`src/rtl/tv80_bus_bridge.sv`:
```
// Memory/IO bridge behind the TV80 core: decodes CPU strobes into ROM, RAM and IO
// accesses, stalls the CPU on slow ROM reads and muxes read data back onto di.
module tv80_bus_bridge #(
  parameter logic [15:0] ROM_END   = 16'hDFFF,
  parameter logic [15:0] RAM_BASE  = 16'hE000,
  parameter logic [15:0] RAM_END   = 16'hEFFF,
  parameter int          RAM_AW    = 12,
  parameter logic [7:0]  IM_VECTOR = 8'hFF
) (
  input  logic              clk,
  input  logic              reset_n,
  input  logic [15:0]       A,
  input  logic [7:0]        dout,
  input  logic              m1_n,
  input  logic              mreq_n,
  input  logic              iorq_n,
  input  logic              rd_n,
  input  logic              wr_n,
  input  logic              rfsh_n,
  output logic [7:0]        di,
  output logic              wait_n,
  output logic              rom_req,
  output logic [15:0]       rom_addr,
  input  logic              rom_ack,
  input  logic [7:0]        rom_data,
  output logic [RAM_AW-1:0] ram_addr,
  output logic              ram_we,
  output logic [7:0]        ram_din,
  input  logic [7:0]        ram_q,
  output logic [7:0]        io_addr,
  output logic              io_wr,
  output logic              io_rd,
  output logic [7:0]        io_dout,
  input  logic [7:0]        io_din
);

  localparam logic [1:0] ST_IDLE = 2'd0;
  localparam logic [1:0] ST_REQ  = 2'd1;
  localparam logic [1:0] ST_DONE = 2'd2;

  logic [1:0]  r_state;
  logic [7:0]  r_romBuf;
  logic        r_prevRamWr;
  logic        r_prevIoWr;
  logic        r_prevIoRd;

  logic        w_romRegion;
  logic        w_ramSel;
  logic        w_romRd;
  logic        w_ioCyc;
  logic        w_inta;
  logic        w_ramWr;
  logic        w_ioWr;
  logic        w_ioRd;
  logic [15:0] w_ramOffset;

  // Refresh cycles drive mreq_n low with a refresh address, so they are kept out of every access
  assign w_romRegion = (A <= ROM_END);
  assign w_ramSel    = (A >= RAM_BASE) && (A <= RAM_END);
  assign w_romRd     = !mreq_n && !rd_n && rfsh_n && w_romRegion;
  assign w_ioCyc     = !iorq_n && m1_n;
  assign w_inta      = !iorq_n && !m1_n;
  assign w_ramWr     = !mreq_n && !wr_n && rfsh_n && w_ramSel;
  assign w_ioWr      = w_ioCyc && !wr_n;
  assign w_ioRd      = w_ioCyc && !rd_n;
  assign w_ramOffset = A - RAM_BASE;

  assign ram_addr = w_ramOffset[RAM_AW-1:0];
  assign ram_din  = dout;
  assign io_addr  = A[7:0];
  assign io_dout  = dout;

  always_ff @(posedge clk) begin
    if (!reset_n) begin
      r_state     <= ST_IDLE;
      rom_req     <= 1'b0;
      rom_addr    <= 16'h0000;
      r_romBuf    <= 8'hFF;
      r_prevRamWr <= 1'b0;
      r_prevIoWr  <= 1'b0;
      r_prevIoRd  <= 1'b0;
    end else begin
      r_prevRamWr <= w_ramWr;
      r_prevIoWr  <= w_ioWr;
      r_prevIoRd  <= w_ioRd;
      case (r_state)
        ST_IDLE: begin
          if (w_romRd) begin
            rom_addr <= A;
            rom_req  <= 1'b1;
            r_state  <= ST_REQ;
          end
        end
        ST_REQ: begin
          if (rom_ack) begin
            r_romBuf <= rom_data;
            rom_req  <= 1'b0;
            r_state  <= ST_DONE;
          end
        end
        // Wait for the CPU to release the strobes so one bus cycle issues one request
        ST_DONE: begin
          if (rd_n && mreq_n) begin
            r_state <= ST_IDLE;
          end
        end
        default: r_state <= ST_IDLE;
      endcase
    end
  end

  // Strobes pulse only on the first sampled cycle of each qualifying bus cycle
  assign ram_we = reset_n && w_ramWr && !r_prevRamWr;
  assign io_wr  = reset_n && w_ioWr && !r_prevIoWr;
  assign io_rd  = reset_n && w_ioRd && !r_prevIoRd;

  assign wait_n = !reset_n || !(w_romRd && (r_state != ST_DONE));

  always_comb begin
    di = 8'hFF;
    if (reset_n) begin
      if (w_inta) begin
        di = IM_VECTOR;
      end else if (w_ioCyc) begin
        di = io_din;
      end else if (w_romRegion) begin
        di = r_romBuf;
      end else if (w_ramSel) begin
        di = ram_q;
      end
    end
  end

endmodule

```
`config.mk`:
```
export PLATFORM = sky130hd
export DESIGN_NAME = tv80_bus_bridge
export DESIGN_NICKNAME = d
export VERILOG_FILES = /design/src/rtl/tv80_bus_bridge.sv
export SDC_FILE = /design/constraint.sdc
export NUM_CORES = 1
export LEC_CHECK = 0
export ABC_AREA = 1
export CAP_MARGIN = 20
export CORE_UTILIZATION = 37
export DETAILED_ROUTE_END_ITERATION = 12
export HOLD_SLACK_MARGIN = 0.15
export PLACE_DENSITY = 0.84
export SLEW_MARGIN = 5
export SYNTH_ARGS = -nofsm -noshare
export SYNTH_HDL_FRONTEND = slang
export SYNTH_SLANG_ARGS = --single-unit
```
`constraint.sdc`:
```
create_clock -name clk -period 1.15 [get_ports clk]
set_input_delay 0.23 -clock clk [delete_from_list [all_inputs] [get_ports clk]]
set_output_delay 0.23 -clock clk [all_outputs]
set_load 0.01 [all_outputs]
```
Yosys cells after proc, flatten, opt, wreduce, memory -nomap -nowiden
Index checks and enable logic that the tools add are counted.
{"block": "classes", "n_addsub": 1, "n_mul": 0, "div": 0, "magnitude_cmp": 3, "eq_ne": 6, "n_shift": 0, "n_mux": 12, "n_bitwise": 0, "n_reduce_logical": 36}
{"cell": "$mux W8", "n": 5}
{"cell": "$le A16 B16 Y1 const B", "n": 2}
{"cell": "$logic_and A1 B1 Y1", "n": 19}
{"cell": "$ge A16 B16 Y1 const B", "n": 1}
{"cell": "$sub A12 B1 Y12 const B", "n": 1}
{"cell": "$logic_not A1 Y1", "n": 10}
{"cell": "$ne A2 B2 Y1 const B", "n": 4}
{"cell": "$mux W2", "n": 3}
{"cell": "$pmux W2 S3", "n": 1}
{"cell": "$reduce_and A3 Y1", "n": 2}
{"cell": "$reduce_and A2 Y1", "n": 2}
{"cell": "$eq A2 B1 Y1 const B", "n": 1}
{"cell": "$eq A2 B2 Y1 const B", "n": 1}
{"cell": "$logic_not A2 Y1", "n": 1}
{"cell": "$mux W1", "n": 2}
{"cell": "$pmux W1 S2", "n": 1}
{"cell": "$reduce_bool A2 Y1", "n": 1}
{"cell": "$logic_or A1 B1 Y1", "n": 1}
{"block": "word_totals", "reg_bits": 30, "latch_bits": 0, "ramBits": 0, "romBits": 0, "inputBits": 57, "word_cells": 65, "mem_count": 0}

Longest topological paths before layout
{"block": "depth", "word_depth": 7, "ltp_mapped": 8}

Worst setup path after synthesis
OpenSTA, ideal clock, no wires.
{"block": "synth_timing", "path_kind": "in2out", "start": "input reset_n", "end": "output di[0]", "t_arrival_ns": 0.975, "required_ns": 0.920, "path_slack_ns": -0.055, "cell_stages": 4, "path_buffers": 1, "cell_sequence": "buf_2 > inv_1 > nor2_1 > nand3_1"}
{"block": "synth_between", "elab_chain_cells": 1}
{"item": "start, declared", "line": "11", "rtl": "input logic reset_n,"}
{"item": "$mux W8", "line": "121", "rtl": "if (reset_n) begin"}
{"item": "end, declared", "line": "20", "rtl": "output logic [7:0] di,"}
Every way passes these cells.

Worst setup path after layout
{"block": "layout_timing", "start": "input A[15]", "end": "output di[7]"}
{"block": "layout_between", "elab_chain_cells": 7, "elab_cells_between_ends": 9, "classes_between": "order compare (3); mux (5); reduce/logical (1)"}
{"item": "start, declared", "line": "12", "rtl": "input logic [15:0] A,"}
{"item": "$ge A16 B16 Y1 or $le A16 B16 Y1 (tied branches)", "line": "59", "rtl": "assign w_ramSel = (A >= RAM_BASE) && (A <= RAM_END);"}
{"item": "$logic_and A1 B1 Y1", "line": "59"}
{"item": "$mux W8", "line": "128", "rtl": "end else if (w_ramSel) begin"}
{"item": "$mux W8 (*)", "line": "126", "rtl": "end else if (w_romRegion) begin"}
{"item": "$mux W8 (*)", "line": "124", "rtl": "end else if (w_ioCyc) begin"}
{"item": "$mux W8 (*)", "line": "122", "rtl": "if (w_inta) begin"}
{"item": "$mux W8 (*)", "line": "121"}
Mark *: on every way between the ends. The rest lies on a longest branch, timed or not.

==> impl_metrics.py <==
metrics = {
    "status": {
        "status": "complete, but fails checks",
        "violations": "setup timing",
    },
    "layout": {
        "area_growth_pct": 62.0,
        "ff_latch_area_um2": 611,
        "multi_input_area_um2": 856,
        "drive_gt1_frac": 0.315,
        "fin_nets": 453,
        "fill_cells": 431,
        "stdcell_area_mm2": 0.00310,
        "num_antenna_cells": 0,
    },
    "placement": {
        "portBuffers": 97,
        "placed_cell_area_mm2": 0.00288,
        "place.gp.congestion": 0.817,
        "dp_hpwl_um": 3700,
    },
    "global_routing": {
        "grt_overflow": 0,
        "grtUsageMet3": 0.0637,
        "met1_usage": 0.199,
        "grt.total_usage": 0.199,
        "grt_max_degree": 20,
        "busiest_layer": "met2",
        "grtUsageMet2": 0.382,
        "grt_pass1_wl_um": 8300,
        "grt_pass1_vias": 1925,
        "antenna_found_initial": 0,
    },
    "clock_network": {
        "clkSinkCount": 30,
        "cts_buffer_depth": 2,
        "clock_latency_ps": 280,
        "clkSlewWorstSetupHoldPaths_ps": 60,
        "numCtsBuffers": 5,
        "htreeDepth": 2,
        "hold_buffers": 0,
        "cts_root_buffer": "clkbuf_8",
        "cts_tree": "yes",
    },
    "sta": {
        "slew_violations": 0,
        "rsz0062_at_grt": "true",
        "layout_min_cycle_time_ps": 1330,
        "finalWorstSetupSlack_ps": -184,
        "setup_viol": 14,
        "worstMarginPinSlew_ps": 255,
        "hold_slack_ps": 329,
        "max-slew-margin-rel": 0.830,
        "skew_ps": 5.06,
        "fin_tns_setup_ps": -1520,
        "period_share": 1.16,
        "max_freq_mhz": 750,
        "hold_viol": 0,
    },
    "pwr": {
        "cellLeakagePower_uw": 0.00161,
        "p_sw_uw": 749,
        "combPwrFrac": 0.273,
        "p_int_uw": 1960,
        "peakVddDrop_uv": 463,
        "cellPowerDensity_mw_per_mm2": 873,
        "total_power_uw": 2710,
        "power_frac_seq": 0.407,
        "swShare": 0.277,
        "pwr-share-clk": 0.320,
    },
    "detailed_routing": {
        "firstDrtPassIters": 4,
        "wl_per_cell_um": 11.7,
        "vias_per_cell": 4.51,
        "drt_wl_total_um": 5420,
        "remaining_drc_errors": 0,
        "final_antenna_net_count": 0,
        "dr_total_vias": 2091,
        "drt_iter0_drc": 70,
    },
    "critical_path": {
        "path_class": "in2out",
        "slowest_stage": "nand4_1",
        "endpoint_kind": "primary output",
        "worst-path-buf-inv": 4,
        "cp_top_family": "buffers and inverters",
        "worstPathArrival_ps": 1100,
        "start_kind": "input port",
        "cp_cell_sequence": "buf_4 -> nand4_1 -> inv_2 -> buf_6 -> nand2_2 -> nand2_1 -> nand3_1 -> buf_2",
        "cp_slowest_stage_delay_ps": 180,
        "path_max_fanout": 7,
        "critPathRequiredTime_ps": 920,
    },
    "flow_run": {
        "cap_violations": 0,
    },
    "synth": {
        "yosys.area_share.simple": 0.314,
        "synth_seq_area_share": 0.314,
        "synth_nets": 352,
        "synth_compound_area_frac": 0.0601,
        "synth_top_family_by_area": "simple AND/OR/NAND/NOR gates",
        "synth_cells": 295,
        "synth_xor_area_frac": 0,
        "synth_area_mm2": 0.00191,
        "synth.distinct_cells": 22,
        "yosysWarningCount": 0,
        "ys_ff_latch": 30,
        "synthMuxAreaShare": 0,
        "syn_area_per_cell_um2": 6.49,
        "synth-adder-area-share": 0,
    },
    "floorplanning": {
        "start_util": 0.395,
        "die_area_mm2": 0.00547,
        "die_h_um": 73.9,
        "rows": 25,
        "die_x_um": 73.9,
        "ioPinCount": 122,
        "fp.coreArea_mm2": 0.00485,
    },
    "hold_path": {
        "hold_class": "in2reg",
    },
}
-- layout make-up --
type	count	share of cell area
repair buffers	137	0.382
multi-input cells	150	0.276
flip-flops and latches	30	0.197
inverters	72	0.0887
clock buffers	7	0.0278
well taps	67	0.0270
clock inverters	1	0.00161
-- power groups by stage --
stage / combinational [uW] / sequential [uW] / clock [uW]
3_5_place_dp: 717 / 1120 / 0
5_1_grt: 810 / 1100 / 935
4_1_cts: 702 / 1100 / 886
2_1_floorplan: 359 / 1140 / 0
3_3_place_gp: 701 / 1120 / 0
6_report: 740 / 1100 / 867
-- tightest hold or removal path, stage by stage --
cell and delay [ps]:
buf_4 110, inv_1 40, nand4_1 70, nand2_1 50, nor2_1 70
-- what timing repair did --
action / CTS / global route
pin swaps: 15 / 20
setup buffers: 8 / 4
resized for setup: 208 / 36
endpoints found under the setup margin: 67 / 40
cloned: 3 / 1
-- registers in the layout, summed over array words and instances, names as in the netlist --
| register | cells |
|---|---|
| r_state | 2 |
| r_prevIoWr | 1 |
| rom_req | 1 |
| r_romBuf | 8 |
| rom_addr | 16 |
| r_prevIoRd | 1 |
| r_prevRamWr | 1 |
-- cell families (layout without fill, tap and decap cells) --
kind of cell	after synthesis	in the layout
simple gates	128	131
buf+inv	118	217
flops	30	30
compound gates	19	19
-- metrics by stage --
stage | std cells | setup slack, ps | utilization
CTS | 460 | -191 | 0.614
global route | 464 | -237 | 0.640
floorplan | 295 | 2.98 | -
detailed placement | 441 | -962 | 0.594
finish | 464 | -184 | 0.640
global placement | 441 | -946 | 0.594
-- final timing paths --
| path | cells after the start | end | start | slack (ps) |
|---|---|---|---|---|
| worst min-delay path | 5 | rom_addr[13] | A[13] | 330 |
| worst max register to register | 7 | rom_addr[15] | r_state[0] | -10 |
| worst max-delay path | 8 | di[7] | A[15] | -180 |
| worst min register to register | 2 | rom_req | rom_req | 470 |
-- cells in the mapped netlist --
library cell	number	area, um2
inv_1	71	267
buf_2	6	30.0
buf_4	37	278
nand3_2	1	10.0
nand3b_1	1	7.51
nand3_4	1	17.5
nor2_8	1	20.0
o211ai_1	8	60.1
nand3_1	10	50.1
inv_2	1	3.75
dfxtp_1	30	601
nor2_1	21	78.8
nand2_1	68	255
nor2_2	1	6.26
buf_6	1	11.3
nor4_1	2	12.5
nor2_4	1	11.3
nor3_1	3	15.0
nand2_4	1	11.3
buf_1	2	7.51
nand4_1	17	106
a21oi_1	11	55.1
-- cell usage in the layout (no fill, tap or decap), types with 2 or more instances in the layout --
cell,Yosys,routed
clkdlybuf4s15_1,0,5
a21oi_2,0,3
nor3_1,3,2
nand4_1,17,17
buf_8,0,4
inv_4,0,2
a21oi_1,11,8
nor2_2,1,2
nand2_2,0,4
nor2_1,21,18
nand3_1,10,9
clkbuf_8,0,6
buf_2,6,32
o211ai_1,8,8
dfxtp_1,30,24
dfxtp_2,0,5
dlygate4sd2_1,0,18
clkdlybuf4s50_1,0,35
nor4_4,0,2
nand3_4,1,5
inv_2,1,8
nand2_1,68,64
buf_12,0,3
buf_6,1,6
buf_4,37,32
inv_1,71,62
nor2_4,1,3
-- layer usage --
metal,share of wire,vias up
met5,0,-
met4,0.019,0
met3,0.064,14
met2,0.53,80
met1,0.38,925
li1,-,1072
(Power assumes the default switching activity.)
